**src/rtl/serial_paralelo.sv**
```systemverilog
// serial_paralelo: receive-side deserializer for the PHY lane.
// Hunts for byte alignment on the COM symbol and declares lock after
// COM_COUNT COMs that arrive on consecutive byte boundaries. Once locked,
// it presents each recovered data byte and flags idle COM bytes as not valid.
//
// Ports:
//   clk_32f     in   bit-rate clock, rising edge
//   reset       in   synchronous, active-high
//   data_in     in   serial bit, MSB of each byte first
//   data_out    out  [7:0] last recovered non-COM byte
//   valid_out   out  high while data_out holds a fresh data byte
//   byte_strobe out  one-cycle pulse on each byte boundary while locked
//   active      out  high while locked
module serial_paralelo #(
  parameter logic [7:0]  COM_SYM   = 8'hBC,
  parameter int unsigned COM_COUNT = 4
) (
  input  logic       clk_32f,
  input  logic       reset,
  input  logic       data_in,
  output logic [7:0] data_out,
  output logic       valid_out,
  output logic       byte_strobe,
  output logic       active
);

  typedef enum logic [1:0] {
    HUNT,
    ALIGN,
    LOCKED
  } state_t;

  localparam logic [3:0] COM_TARGET = 4'(COM_COUNT);

  state_t     state, state_nxt;
  logic [7:0] sh;
  logic [2:0] bit_cnt, bit_cnt_nxt;
  logic [3:0] com_cnt, com_cnt_nxt;
  logic [7:0] data_nxt;
  logic       valid_nxt;
  logic       strobe_nxt;
  logic       active_nxt;
  logic       is_com;
  logic       boundary;

  // Detection always works on the registered shift value, so a byte whose
  // last bit lands on edge N is acted on at edge N+1.
  assign is_com   = (sh == COM_SYM);
  assign boundary = (bit_cnt == 3'd0) && (state != HUNT);

  always_ff @(posedge clk_32f) begin
    if (reset) begin
      state       <= HUNT;
      sh          <= '0;
      bit_cnt     <= '0;
      com_cnt     <= '0;
      data_out    <= '0;
      valid_out   <= 1'b0;
      byte_strobe <= 1'b0;
      active      <= 1'b0;
    end else begin
      state       <= state_nxt;
      sh          <= {sh[6:0], data_in};
      bit_cnt     <= bit_cnt_nxt;
      com_cnt     <= com_cnt_nxt;
      data_out    <= data_nxt;
      valid_out   <= valid_nxt;
      byte_strobe <= strobe_nxt;
      active      <= active_nxt;
    end
  end

  always_comb begin
    state_nxt   = state;
    bit_cnt_nxt = bit_cnt;
    com_cnt_nxt = com_cnt;
    data_nxt    = data_out;
    valid_nxt   = valid_out;
    strobe_nxt  = 1'b0;
    active_nxt  = active;

    case (state)
      HUNT: begin
        // Any bit phase is accepted here; the COM just seen counts as the first.
        if (is_com) begin
          state_nxt   = ALIGN;
          bit_cnt_nxt = 3'd1;
          com_cnt_nxt = 4'd1;
        end
      end

      ALIGN: begin
        bit_cnt_nxt = bit_cnt + 3'd1;
        if (boundary) begin
          if (is_com) begin
            com_cnt_nxt = com_cnt + 4'd1;
            // bit_cnt_nxt is already 1 here, which starts the first locked byte.
            if ((com_cnt + 4'd1) == COM_TARGET) begin
              state_nxt  = LOCKED;
              active_nxt = 1'b1;
            end
          end else begin
            state_nxt   = HUNT;
            com_cnt_nxt = '0;
            bit_cnt_nxt = '0;
          end
        end
      end

      LOCKED: begin
        // No loss-of-lock detection: only reset leaves this state.
        bit_cnt_nxt = bit_cnt + 3'd1;
        if (boundary) begin
          strobe_nxt = 1'b1;
          if (is_com) begin
            valid_nxt = 1'b0;
          end else begin
            data_nxt  = sh;
            valid_nxt = 1'b1;
          end
        end
      end

      default: begin
        state_nxt = HUNT;
      end
    endcase
  end

endmodule

```
**config.mk**
```make
export PLATFORM = sky130hd
export DESIGN_NAME = serial_paralelo
export DESIGN_NICKNAME = d
export VERILOG_FILES = /design/src/rtl/serial_paralelo.sv
export SDC_FILE = /design/constraint.sdc
export NUM_CORES = 1
export LEC_CHECK = 0
export CAP_MARGIN = 30
export CORE_ASPECT_RATIO = 2
export CORE_UTILIZATION = 29
export DETAILED_ROUTE_END_ITERATION = 16
export PLACE_DENSITY = 0.51
export SLEW_MARGIN = 40
export SYNTH_ARGS = -nofsm -noshare
export SYNTH_HDL_FRONTEND = slang
export SYNTH_SLANG_ARGS = --single-unit
```
**constraint.sdc**
```tcl
create_clock -name clk_32f -period 1.82 [get_ports clk_32f]
set_clock_uncertainty 0.1 [all_clocks]
set_input_delay 0.273 -clock clk_32f [delete_from_list [all_inputs] [get_ports clk_32f]]
set_output_delay 0.273 -clock clk_32f [all_outputs]
set_load 0.01 [all_outputs]
```
==> flow_summary.toml, run 1 <==
[run_status]
status = "finished, final reports clean"

[synthesis]
synth_top_family_by_area = "simple AND/OR/NAND/NOR gates"
syn_area_sq_mm = 0.00126
yosys.area_share.xor_xnor_pct = 0
syn_inst = 133
muxShareOfSynthArea_pct = 5.55
synth_top_flop_cell = "dfxtp_1"
synth_enable_flop_cells = 0
synth-simple-area-share_pct = 21.6
syn_nets = 143
synthAdderAreaFrac_pct = 6.94
synth.avg_cell_area_sq_um = 9.49
ys_types = 36
synth-seq-cells = 28
ys_seq_area_share_pct = 44.4
synth_compound_area_share_pct = 16.7
yosysWarnings = 0
async_flop_share_pct = 0

[placement]
hpwlAfterDp_mm = 2.29
portBuffers = 13
place_congestion = 0.870
place_ws_ps = -125

[clock_network]
cts_sinks = 28
cts_buffers = 3
cts_root_buf = "clkbuf_8"
clk_pin_slew_ps = 90
cts_max_path_buffers = 2
h-tree-depth = 1
cts_tree = "yes"
worst_skew_pair.late_latency_ps = 280

[setup_path]
cp-start-kind = "flip-flop"
cp.arrival_ps = 1920
critPathCaptureType = "flip-flop"
cp_max_fo = 8
required_ps = 1920
worstSetupPathType = "reg2reg"

[flow_run]
maxCapViolCount = 0

[detailed_routing]
via_per_inst = 5.08
postRouteAntennaNets = 0
first_pass_iters = 4
wirelength_mm = 3.02
remaining_drc_errors = 0
dr.first_iter.drc_count = 21
vias = 1113
avgRoutedWirePerCell_um = 13.8

[global_routing]
grt_pass1_vias = 1066
grt_overflow = 0
track_usage_pct = 13.7
antenna_found_initial = 0
grt_pass1_wl_mm = 4.93
grt_start_max_net_pins = 20

[sta]
tightest_slew_ps = 387
slew_headroom_pct = 74.2
rsz0062_at_grt = "true"
hold_violations = 0
fin_crit_sh_pct = 99.5
timing.fmax_mhz = 552
finalWorstSetupSlack_ps = 9.13
final-max-slew-violation-count = 0
period_minus_slack_ps = 1810
finalSetupViolCount = 0

[floorplan]
core_sq_mm = 0.00413
dieWidth_um = 48.7
pin_count = 14
start_util_pct = 30.6
fp.dieH_um = 95.3
dieArea_sq_mm = 0.00464
rows = 33

[finish]
layout-drive-gt1-share_pct = 24.0
final_common_cell = "dfxtp_1"
syn_to_final_growth_pct = 37.3
layout.nets = 178
fillers = 433
n_antenna_cell = 0
final_cell_mix = "dfxtp_1, buf_4, nor2_1"

[pwr]
finalPower_w = 0.00123
irDropWorstVdd_v = 0.000519
p_per_area_mw_per_mm2 = 708
power.leakage_nw = 0.688

[hold_path]
hold_class = "reg2reg"
[layer usage]
metal | GRT usage (%) | vias to the layer above | routed length [um] | part of all wire, %
li1 | - | 539 | - | -
met1 | 13.6 | 538 | 1090 | 36
met4 | 6.37 | 0 | 74 | 2.5
met2 | 27.4 | 30 | 1730 | 57
met3 | 1.44 | 6 | 122 | 4.0
met5 | 0 | - | 0 | 0
[cell families after synthesis]
group	Yosys count
and+or+nand+nor	49
AOI/OAI and AO/OA	28
DFF	28
buffers and inverters	14
muxes	7
adders and majority gates	7
[cell usage after synthesis (2+ instances only)]
library cell	n	area (sq um)
a21oi_1	5	25.0
a311oi_1	2	17.5
a31oi_1	3	18.8
clkbuf_1	4	15.0
dfxtp_1	28	561
ha_1	7	87.6
inv_1	8	30.0
mux2i_1	7	70.1
nand2_1	2	7.51
nand2b_1	3	18.8
nand3_1	2	10.0
nand4_1	5	31.3
nor2_1	16	60.1
nor2b_1	12	75.1
nor3_1	3	15.0
o2111ai_1	2	17.5
o21a_1	2	15.0
o21ai_0	3	15.0
o22ai_1	2	12.5
[what timing repair did]
action,4_1_cts,5_1_grt
endpoints found under the hold margin,0,0
endpoints found under the setup margin,15,14
hold buffers,0,0
setup buffers,0,3
resized for setup,5,7
pin swaps,2,8
[state kept, by name (all words and copies together) (netlist names)]
| name | flops |
|---|---|
| valid_out | 1 |
| com_cnt | 4 |
| active | 1 |
| byte_strobe | 1 |
| bit_cnt | 3 |
| state | 2 |
| data_out | 8 |
| sh | 8 |
[power breakdown]
part           switching, W  internal (W)  leakage, nW  total (W)
Clock              0.000193      0.000194       0.0288   0.000387
Sequential       0.00000503      0.000622        0.227   0.000627
Combinational      0.000105      0.000108        0.433   0.000213
[stage by stage]
stage          instances  hold WS, ps  instance area [sq um]  utilization [%]  TNS (ps)
2_1_floorplan        133          301                   1270                -         0
3_3_place_gp         212          345                   1600             38.6      -125
3_5_place_dp         212          357                   1600             38.6      -505
4_1_cts              216          370                   1680             40.8         0
5_1_grt              219          402                   1730             42.0      -161
6_report             219          366                   1730             42.0         0
[layout make-up]
cell class | count | area (sq um) | share of cell area (%)
timing repair buffer | 36 | 319 | 18.4
multi-input combinational | 91 | 702 | 40.5
clock buffer | 4 | 55.1 | 3.18
tap | 52 | 65.1 | 3.75
inverter | 8 | 30.0 | 1.73
sequential | 28 | 562 | 32.4
[path summary, 6_finish.rpt]
check	from	to	slack, ps	cells after the start
setup / recovery	sh[6]$_SDFF_PP0_	state[0]$_SDFFE_PP0P_	9	4
hold / removal	valid_out$_SDFFE_PP0P_	valid_out$_SDFFE_PP0P_	370	2
setup reg to reg	sh[6]$_SDFF_PP0_	state[0]$_SDFFE_PP0P_	9	4
hold reg to reg	valid_out$_SDFFE_PP0P_	valid_out$_SDFFE_PP0P_	370	2
[worst max-delay path: stages (launching register included)]
cell and delay, ps:
dfxtp_2 330, or4b_4 610, o21a_4 270, a311oi_2 210, mux2i_1 220
Power figures use the tool's default switching activity.
==> run 2, diff against run 1 <==
--- a/config.mk
+++ b/config.mk
@@ -7,9 +7,9 @@
 export LEC_CHECK = 0
 export CAP_MARGIN = 30
 export CORE_ASPECT_RATIO = 2
-export CORE_UTILIZATION = 29
+export CORE_UTILIZATION = 45
 export DETAILED_ROUTE_END_ITERATION = 16
-export PLACE_DENSITY = 0.51
+export PLACE_DENSITY = 0.72
 export SLEW_MARGIN = 40
 export SYNTH_ARGS = -nofsm -noshare
 export SYNTH_HDL_FRONTEND = slang
==> run 2 against run 1 <==
Compared with the run above: critical path depth did not move; combinational power down 11%; global-route usage is 7.6 points higher; first-iteration DRC count increased by 43%; non-clock buffer count down 4; sequential share of layout area grew 1.4 points; sequential cell count stayed put.
==> flow_summary.toml, run 2 (synthesized netlist as in run 1, its figures left out) <==
[run_status]
status = "finished, final reports clean"

[setup_path]
crit_chain = "or4b_4, o21a_4, a311oi_2, mux2i_1"
cp_slowest_cell = "or4b_4"
cp_slowest_stage_delay_ps = 600
cp.arrival_ps = 1880
critPathCaptureType = "flip-flop"
crit_family = "simple AND/OR/NAND/NOR gates"
worstSetupPathDepth = 4
required_ps = 1920
path_buf_inv = 0
worstSetupPathType = "reg2reg"
r2r_cells = 4
cp_max_fo = 8
cp-start-kind = "flip-flop"

[detailed_routing]
wirelength_mm = 2.81
avgRoutedWirePerCell_um = 14.8
remaining_drc_errors = 0
dr.first_iter.drc_count = 30
via_per_inst = 5.58
first_pass_iters = 4
postRouteAntennaNets = 0
vias = 1060

[sta]
period_minus_slack_ps = 1780
hold_slack_ps = 365
slew_headroom_pct = 74.1
timing.fmax_mhz = 563
rsz0062_at_grt = "true"
final-max-slew-violation-count = 0
fin_crit_sh_pct = 97.6
tightest_slew_ps = 388
hold_violations = 0
finalSetupViolCount = 0

[finish]
stdcell_count = 190
fillers = 214
final_cell_mix = "dfxtp_1, buf_4, nor2_1"
stdcell_area_sq_mm = 0.00166
reg.largest.list = "data_out (8), sh (8), com_cnt (4)"
layout.nets = 174
layout-drive-gt1-share_pct = 20.4
syn_to_final_growth_pct = 31.4
final_common_cell = "dfxtp_1"
n_antenna_cell = 0

[global_routing]
track_usage_pct = 21.3
grt_overflow = 0
grt_pass1_vias = 1090
grt_start_max_net_pins = 19
grt_pass1_wl_mm = 4.74
antenna_found_initial = 0

[clock_network]
cts_max_path_buffers = 2
cts_buffers = 3
cts_tree = "yes"
h-tree-depth = 1
worst_skew_pair.late_latency_ps = 260
cts_root_buf = "clkbuf_8"
cts_sinks = 28
clk_pin_slew_ps = 90

[placement]
place_congestion = 0.807
portBuffers = 13
dpl_cell_area_sq_mm = 0.00154
hpwlAfterDp_mm = 2.11
placed_cells = 185

[pwr]
finalPower_w = 0.00113
power.leakage_nw = 0.658
irDropWorstVdd_v = 0.000526
p_per_area_mw_per_mm2 = 683

[hold_path]
hold_class = "reg2reg"
min_path_cells = 2

[floorplan]
dieArea_sq_mm = 0.00303
core_sq_mm = 0.00260
rows = 26
fp.dieH_um = 76.9
start_util_pct = 48.5
pin_count = 14
dieWidth_um = 39.5

[flow_run]
maxCapViolCount = 0
run 2: changes by cell type in the layout (fill, tap and decap cells not counted), sizes merged:
cell	before	now
buf	23	19
clkbuf	4	3
run 2: where the power goes:
| group | leakage (nW) | total [W] | internal [W] | switching (W) |
|---|---|---|---|---|
| Sequential | 0.226 | 0.000627 | 0.000621 | 0.00000503 |
| Clock | 0.0216 | 0.000316 | 0.000148 | 0.000168 |
| Combinational | 0.410 | 0.000190 | 0.0000890 | 0.000101 |
| Total | 0.658 | 0.00113 | 0.000859 | 0.000275 |
run 2: final cells by class:
class                      instances  area, sq um  share of cell area (%)
sequential                        28          561                    33.8
tap                               28         35.0                    2.11
clock buffer                       3         41.3                    2.49
timing repair buffer              32          293                    17.6
inverter                           8         30.0                    1.81
multi-input combinational         91          699                    42.2
run 2: worst register-to-register path: stages, from the launching register on:
cell	delay, ps
dfxtp_1	320
or4b_4	600
o21a_4	260
a311oi_2	230
mux2i_1	210
run 2: final timing paths:
check / from / endpoint / slack [ps]
worst min-delay path: valid_out$_SDFFE_PP0P_ / valid_out$_SDFFE_PP0P_ / 360
worst min register to register: valid_out$_SDFFE_PP0P_ / valid_out$_SDFFE_PP0P_ / 360
worst max-delay path: sh[0]$_SDFF_PP0_ / state[0]$_SDFFE_PP0P_ / 40
worst max register to register: sh[0]$_SDFF_PP0_ / state[0]$_SDFFE_PP0P_ / 40
run 2: repair_timing:
item	4_1_cts	5_1_grt
setup buffers	1	1
hold buffers	0	0
pin swaps	2	8
resized for setup	3	8
endpoints found under the setup margin	13	13
run 2: metal layers:
layer  part of all wire, %  wire length, um  vias up  GRT usage (%)
met5                     0                0        -              0
met4                   2.2               61        0           9.31
met3                   1.9               54        6           2.31
met2                    57             1590       20           38.2
met1                    39             1100      506           22.4
li1                      -                -      528              -
run 2: stage by stage:
stage | worst slack (ps) | util, % | TNS (ps)
global route | -33.3 | 63.7 | -86.1
finish | 43.5 | 63.7 | 0
floorplan | 8.75 | - | 0
global placement | -25.1 | 59.3 | -25.1
CTS | 1.73 | 62.2 | 0
detailed placement | -55.9 | 59.3 | -148
